### src/rtl/pc_sequencer.sv
// Program-counter successor for the fetch stage: increment, absolute jump,
// PC-relative branch and call/return through a small return-address stack.
module pc_sequencer #(
  parameter int unsigned          PC_WIDTH     = 8,
  parameter int unsigned          STACK_DEPTH  = 4,
  parameter logic [PC_WIDTH-1:0]  RESET_VECTOR = '0
) (
  input  logic                                 clk,
  input  logic                                 reset,
  input  logic                                 pc_enable,
  input  logic                                 pc_load,
  input  logic                                 pc_call,
  input  logic                                 pc_ret,
  input  logic                                 pc_branch,
  input  logic [PC_WIDTH-1:0]                  pc_in,
  input  logic [PC_WIDTH-1:0]                  pc_offset,
  output logic [PC_WIDTH-1:0]                  pc_out,
  output logic [$clog2(STACK_DEPTH+1)-1:0]     stack_count,
  output logic                                 stack_overflow,
  output logic                                 stack_underflow
);

  localparam int unsigned CW        = $clog2(STACK_DEPTH + 1);
  localparam int unsigned AW        = (STACK_DEPTH > 1) ? $clog2(STACK_DEPTH) : 1;
  localparam int unsigned RAS_SLOTS = 2 ** AW;

  logic [PC_WIDTH-1:0] pc_q, pc_d;
  logic [CW-1:0]       count_q, count_d;
  logic                ovf_q, ovf_d;
  logic                unf_q, unf_d;

  logic [PC_WIDTH-1:0] ras [RAS_SLOTS];
  logic [PC_WIDTH-1:0] pc_inc;
  logic                ras_full, ras_empty, push;
  logic [AW-1:0]       wr_idx, rd_idx;

  // Next-state selection; priority load > call > ret > branch > increment.
  always_comb begin
    pc_d      = pc_q;
    count_d   = count_q;
    ovf_d     = ovf_q;
    unf_d     = unf_q;
    push      = 1'b0;
    pc_inc    = pc_q + PC_WIDTH'(1);
    ras_full  = (count_q == CW'(STACK_DEPTH));
    ras_empty = (count_q == '0);
    wr_idx    = AW'(count_q);
    rd_idx    = AW'(count_q - CW'(1));

    if (pc_enable) begin
      if (pc_load) begin
        pc_d = pc_in;
      end else if (pc_call) begin
        pc_d = pc_in;
        if (ras_full) begin
          ovf_d = 1'b1;
        end else begin
          push    = 1'b1;
          count_d = count_q + CW'(1);
        end
      end else if (pc_ret) begin
        if (ras_empty) begin
          pc_d  = pc_inc;
          unf_d = 1'b1;
        end else begin
          pc_d    = ras[rd_idx];
          count_d = count_q - CW'(1);
        end
      end else if (pc_branch) begin
        // Unsigned modulo add is identical to a signed offset in two's complement.
        pc_d = pc_q + pc_offset;
      end else begin
        pc_d = pc_inc;
      end
    end
  end

  always_ff @(posedge clk or negedge reset) begin
    if (!reset) begin
      pc_q    <= RESET_VECTOR;
      count_q <= '0;
      ovf_q   <= 1'b0;
      unf_q   <= 1'b0;
    end else begin
      pc_q    <= pc_d;
      count_q <= count_d;
      ovf_q   <= ovf_d;
      unf_q   <= unf_d;
    end
  end

  // Stack storage needs no reset; validity is tracked by count_q alone.
  always_ff @(posedge clk) begin
    if (push && reset) begin
      ras[wr_idx] <= pc_inc;
    end
  end

  assign pc_out          = pc_q;
  assign stack_count     = count_q;
  assign stack_overflow  = ovf_q;
  assign stack_underflow = unf_q;

endmodule
### config.mk
export PLATFORM = sky130hd
export DESIGN_NAME = pc_sequencer
export DESIGN_NICKNAME = d
export VERILOG_FILES = /design/src/rtl/pc_sequencer.sv
export SDC_FILE = /design/constraint.sdc
export NUM_CORES = 1
export LEC_CHECK = 0
export CORE_ASPECT_RATIO = 1.2
export CORE_MARGIN = 2
export CORE_UTILIZATION = 54
export CTS_CLUSTER_DIAMETER = 40
export DETAILED_ROUTE_END_ITERATION = 7
export MAX_ROUTING_LAYER = met4
export PLACE_DENSITY = 0.86
export SKIP_LAST_GASP = 1
export SLEW_MARGIN = 20
export SYNTH_ARGS = -nofsm -noshare
export SYNTH_HDL_FRONTEND = slang
export SYNTH_SLANG_ARGS = --single-unit
### constraint.sdc
create_clock -name clk -period 2.9 [get_ports clk]
set_input_delay 0.435 -clock clk [delete_from_list [all_inputs] [get_ports clk]]
set_output_delay 0.435 -clock clk [all_outputs]
set_load 0.02 [all_outputs]
==> results of run 1 <==
## sequential cells by signal, indices dropped and copies added, names as in the netlist
register	count
ras	32
pc_out	8
stack_overflow	1
stack_count	3
stack_underflow	1
## path summary, 6_finish.rpt
kind | from | to | slack [ns] | cells after the start
setup / recovery | pc_out[0] | pc_out[4] | 0.79 | 8
hold / removal | reset | stack_underflow | 0.48 | 2
setup reg to reg | pc_out[0] | pc_out[4] | 0.79 | 8
hold reg to reg | stack_underflow | stack_underflow | 0.48 | 1
max in group asynchronous | reset | stack_count[0] | 2.23 | 2
min in group clk | stack_underflow | stack_underflow | 0.48 | 1
## cell families after synthesis
family | after synthesis | share of synthesized area, %
AOI/OAI and AO/OA | 60 | 15.9
and+or+nand+nor | 55 | 11.9
DFF | 45 | 50.8
buffers and inverters | 17 | 3.07
adders and majority gates | 14 | 7.22
muxes | 10 | 7.96
xor gates and xnor gates | 9 | 3.12
## power groups by stage
stage | combinational, mW | sequential (mW) | clock [mW]
2_1_floorplan | 0.596 | 0.931 | 0
3_3_place_gp | 0.924 | 0.884 | 0
3_5_place_dp | 0.943 | 0.887 | 0
4_1_cts | 0.950 | 0.873 | 0.389
5_1_grt | 1.02 | 0.885 | 0.413
6_report | 0.941 | 0.873 | 0.382
## critical path: cells and delay by family, from the launching register on
kind / cells / cell delay, ns
compound gates: 2 / 0.19
fa+ha+maj: 2 / 0.66
buf+inv: 1 / 0.07
simple gates: 3 / 0.58
flops: 1 / 0.53
## layout make-up
cell class / instances / area [sq um]
clock buffer: 5 / 68.8
timing repair buffer: 39 / 380
clock inverter: 3 / 17.5
multi-input combinational: 148 / 1170
tap: 58 / 72.6
inverter: 11 / 41.3
sequential: 45 / 1290
fill: 324 / 1530
## cell usage in the layout, fill, tap and decap left out, types with 8 or more instances in the layout
cell / count
a21oi_1: 14
clkdlybuf4s50_1: 35
dfrtp_1: 13
edfxtp_1: 32
ha_1: 13
inv_1: 11
mux4_2: 8
nand2_1: 11
nor2_1: 11
o21ai_0: 15
## stage by stage
| stage | cells | util, % |
|---|---|---|
| 6_report | 309 | 66.5 |
| 5_1_grt | 309 | 66.5 |
| 4_1_cts | 309 | 66.5 |
| 3_5_place_dp | 301 | 64.6 |
| 3_3_place_gp | 301 | 64.6 |
| 2_1_floorplan | 210 | - |
## per-layer routing
layer  track usage (%)  routed length, um  vias to the layer above
met5                 -                  0                        -
met4              10.6                162                        0
met3              4.25                262                       14
met2              37.2               2740                       73
met1              28.7               2330                      876
li1                  -                  -                      883
==> impl_metrics.tcl, run 1 <==
set metrics [dict create \
    worst_clock_skew_ns 0.0136 \
    grt_antenna_before_repair 0 \
    clockBufferDepth 2 \
    drive_gt1_share_pct 11.2 \
    syn_nets 247 \
    cpMaxStageDelayCell "dfrtp_1" \
    initial_core_util_pct 55.5 \
    worstSetupPathType "reg -> reg" \
    crit_chain "ha_1 -> inv_1 -> fa_1 -> nand2b_1 -> nand2b_1 -> a211oi_1 -> or3_1 -> a21oi_1" \
    synth_area_leaders "edfxtp_1 (38%), dfrtp_1 (13%), mux4_2 (7.1%), ha_1 (6.4%), o21ai_0 (3.0%)" \
    syn_avg_cell_area_sq_um 12.0 \
    cts_tree "yes" \
    synth_most_common_cell "edfxtp_1" \
    totalWireLength_um 5490 \
    synth_top_cell_area_share_pct 38.0 \
    dominantRegCellSynth "edfxtp_1" \
    design.core.area_sq_um 4560 \
    tightest_slew_ns 0.617 \
    tns_ns 0 \
    synth_top_cell_by_area "edfxtp_1" \
    rsz0062_at_grt "no" \
    cts-root-buf "clkbuf_8" \
    ant_nets 0 \
    crit_required_ns 3.13 \
    hold_viol 0 \
    hpwl_um 4100 \
    hold_class "in -> async" \
    vias_per_cell 5.97 \
    hold_ws_ns 0.476 \
    cts_buffers 5 \
    wire_per_inst_um 17.8 \
    cts_resized 0 \
    dieArea_sq_um 5250 \
    clkTransAtPathRegs_ns 0.09 \
    p_int_mw 1.42 \
    synth_edf_count 32 \
    drv_slew 0 \
    max_slew_margin_pct 58.8 \
    critPathLaunchType "register" \
    pre_cts_slack_ns 0.484 \
    routabilityCongestion 0.920 \
    cts.sinks 45 \
    synthArstFlopShare_pct 28.9 \
    boundaryPins 36 \
    max_freq_mhz 475 \
    grt_pass1_wl_um 8650 \
    maxCapViolCount 0 \
    clk_latency_ns 0.31 \
    grt_max_degree 20 \
    worst_slack_ns 0.795 \
    arrival_ns 2.33 \
    yosys-top-cells-count "edfxtp_1 (32), o21ai_0 (15), a21oi_1 (14)" \
    min_period_over_period_pct 72.6 \
    p_total_mw 2.20 \
    grt_usage_pct 23.2 \
    sw_frac_of_total_pct 35.5 \
    grt_pass1_vias 1804 \
    design_area_sq_um 3030 \
    die_h_um 79.0 \
    yosys_register_bits 45 \
    ctsHoldBuffers 0 \
    seqPwrFrac_pct 39.7 \
    synthToLayoutAreaGrowth_pct 19.9 \
    synth_area_sq_um 2530 \
    cp_common_cell "nand2b_1" \
    grt_overflow 0 \
    drcViolationCount 0 \
    cts_setup_buffers 0 \
    min_period_ns 2.11 \
    drt-initial-drc-count 212 \
    die-width_um 66.5 \
    place_area_sq_um 2950 \
    status "finished clean" \
    ys_types 54 \
    port_buffers 35 \
    crit_fanout 8 \
    num_rows 27 \
    leakagePower_nw 1.12 \
    final_nets 287 \
    end_kind "register" \
    worst_path_largest_cell_delay_ns 0.53 \
    num_vias 1846 \
    seq_area_frac_synth_pct 50.8 \
    synthCells 210 \
    dr.pass1.iters 4 \
    power_frac_comb_pct 42.9 \
    setup-violations-final 0 \
    htreeDepth 2 \
    powerDensity_nw_per_um2 724 \
    diodes 0 \
    vdd_drop_max_mv 0.445 \
    ys_warn_count 0 \
    p_sw_mw 0.779 \
    clkPwrFrac_pct 17.4 \
]
No activity file was read; power rests on OpenSTA's default activity.
==> inputs of run 2 (changes only) <==
==> constraint.sdc (replaced) <==
create_clock -name clk -period 2.1 [get_ports clk]
set_input_delay 0.315 -clock clk [delete_from_list [all_inputs] [get_ports clk]]
set_output_delay 0.315 -clock clk [all_outputs]
set_load 0.02 [all_outputs]
==> impl_metrics.tcl, run 2 (synthesis gave the netlist of run 1 again) <==
set metrics [dict create \
    setup-violations-final 0 \
    tns_ns 0 \
    worst_clock_skew_ns 0.00952 \
    crit_fanout 2 \
    min_period_ns 1.96 \
    worstSetupPathType "in -> reg" \
    crit_chain "clkdlybuf4s50_1 -> ha_1 -> inv_1 -> fa_1 -> nand2b_1 -> nand2b_1 -> a211oi_1 -> or3_1 -> a21oi_1" \
    final_nets 310 \
    grt_overflow 0 \
    wire_per_inst_um 18.2 \
    synthToLayoutAreaGrowth_pct 29.1 \
    critPathLaunchType "primary input" \
    cpMaxStageDelayCell "clkdlybuf4s50_1" \
    clkTransAtPathRegs_ns 0.09 \
    clockBufferDepth 2 \
    regMostFlops "ras" \
    initial_core_util_pct 55.5 \
    end_kind "register" \
    boundaryPins 36 \
    p_sw_mw 1.13 \
    min_period_over_period_pct 93.5 \
    powerDensity_nw_per_um2 981 \
    grt_max_degree 19 \
    cts_buffers 5 \
    drt-initial-drc-count 184 \
    drv_slew 0 \
    grt_pass1_wl_um 9690 \
    drive_gt1_share_pct 19.3 \
    max_freq_mhz 509 \
    tightest_slew_ns 0.478 \
    design_area_sq_um 3270 \
    vdd_drop_max_mv 0.547 \
    ctsHoldBuffers 0 \
    worst_path_largest_cell_delay_ns 0.47 \
    design.core.area_sq_um 4560 \
    num_rows 27 \
    cp_top_family "simple AND/OR/NAND/NOR gates" \
    hpwl_um 4540 \
    clkPwrFrac_pct 16.7 \
    totalWireLength_um 6030 \
    cts_resized 0 \
    path_buf_inv 2 \
    rsz0062_at_grt "no" \
    status "finished clean" \
    port_buffers 35 \
    crit_required_ns 2.33 \
    ant_nets 0 \
    die-width_um 66.5 \
    layout_common_cells "clkdlybuf4s50_1 (35), edfxtp_1 (32), buf_4 (23), o21ai_0 (15), a21oi_1 (14)" \
    power_frac_comb_pct 46.5 \
    cts-root-buf "clkbuf_8" \
    drcViolationCount 0 \
    max_slew_margin_pct 67.9 \
    seqCellArea_sq_um 1290 \
    place_area_sq_um 3170 \
    p_total_mw 3.20 \
    multiInputGateArea_sq_um 1170 \
    htreeDepth 2 \
    grt_antenna_before_repair 0 \
    vias_per_cell 6.05 \
    sw_frac_of_total_pct 35.3 \
    hold_class "in -> async" \
    cts.sinks 45 \
    arrival_ns 2.19 \
    grt_pass1_vias 2061 \
    cp_common_cell "nand2b_1" \
    num_vias 2008 \
    fillerInstances 314 \
    diodes 0 \
    grt_usage_pct 25.5 \
    maxCapViolCount 0 \
    cts_tree "yes" \
    seqPwrFrac_pct 36.8 \
    dr.pass1.iters 4 \
    die_h_um 79.0 \
    leakagePower_nw 1.24 \
    hold_viol 0 \
    dieArea_sq_um 5250 \
    clk_latency_ns 0.30 \
    p_int_mw 2.07 \
    routabilityCongestion 0.901 \
    largest_reg_flops 32 \
    mostFrequentLayoutCell "clkdlybuf4s50_1" \
    cts_setup_buffers 0 \
]
-- run 2: cell count changes in the layout (fill, tap and decap cells not counted), sizes merged --
cell	change
clkinvlp	+1
clkinv	-2
clkbuf	+1
buf	+23
-- run 2: worst reg2reg max path: stages, from the launching register on --
cell and delay, ns:
dfrtp_1 0.41, ha_1 0.30, o21ai_0 0.14, nor4b_1 0.43, buf_4 0.19, o21a_1 0.12, o21ai_0 0.09, a31oi_1 0.17
-- run 2: path summary, 6_finish.rpt --
| path | endpoint | slack, ns | depth (start not counted) | from |
|---|---|---|---|---|
| setup / recovery | pc_out[4] | 0.14 | 9 | pc_offset[0] |
| hold / removal | stack_underflow | 0.36 | 2 | reset |
| setup reg to reg | pc_out[7] | 0.18 | 7 | pc_out[2] |
| hold reg to reg | stack_overflow | 0.49 | 1 | stack_overflow |
| max in group asynchronous | stack_count[0] | 1.55 | 2 | reset |
| min in group clk | stack_overflow | 0.49 | 1 | stack_overflow |
-- run 2: final cells by class --
cell class	instances	area share, %
multi-input combinational	148	35.9
tap	58	2.22
clock buffer	6	2.22
clock inverter	2	0.460
timing repair buffer	62	18.5
inverter	11	1.26
sequential	45	39.4
-- run 2: power groups by stage --
stage / combinational, mW / clock [mW] / sequential (mW)
floorplan: 0.840 / 0 / 1.29
global route: 1.63 / 0.582 / 1.19
detailed placement: 1.47 / 0 / 1.20
CTS: 1.48 / 0.540 / 1.18
global placement: 1.42 / 0 / 1.19
finish: 1.49 / 0.535 / 1.18
-- run 2: metrics by stage --
stage                     setup slack [ns]  hold WS (ns)  cells  utilization [%]
after CTS                           0.0775         0.359    332             71.4
after global routing                0.0354         0.374    332             71.6
after floorplan                     0.0100        0.0194    210                -
after detailed placement            -0.229         0.464    324             69.5
final                                0.137         0.360    332             71.6
after global placement              -0.120         0.454    324             69.5
-- run 2: per-layer routing --
| layer | share of wire (%) | global-route usage, % | vias up |
|---|---|---|---|
| li1 | - | - | 929 |
| met2 | 51 | 43.2 | 84 |
| met5 | 0 | - | - |
| met4 | 3.6 | 11.4 | 0 |
| met3 | 4.5 | 4.25 | 21 |
| met1 | 41 | 29.6 | 974 |
==> inputs of run 3 (changes only) <==
--- a/config.mk
+++ b/config.mk
@@ -8,7 +8,6 @@
 export CORE_ASPECT_RATIO = 1.2
 export CORE_MARGIN = 2
 export CORE_UTILIZATION = 54
-export CTS_CLUSTER_DIAMETER = 40
 export DETAILED_ROUTE_END_ITERATION = 7
 export MAX_ROUTING_LAYER = met4
 export PLACE_DENSITY = 0.86
==> results of run 3 <==
No change in the layout: final DEF, timing and power equal those of run 2.
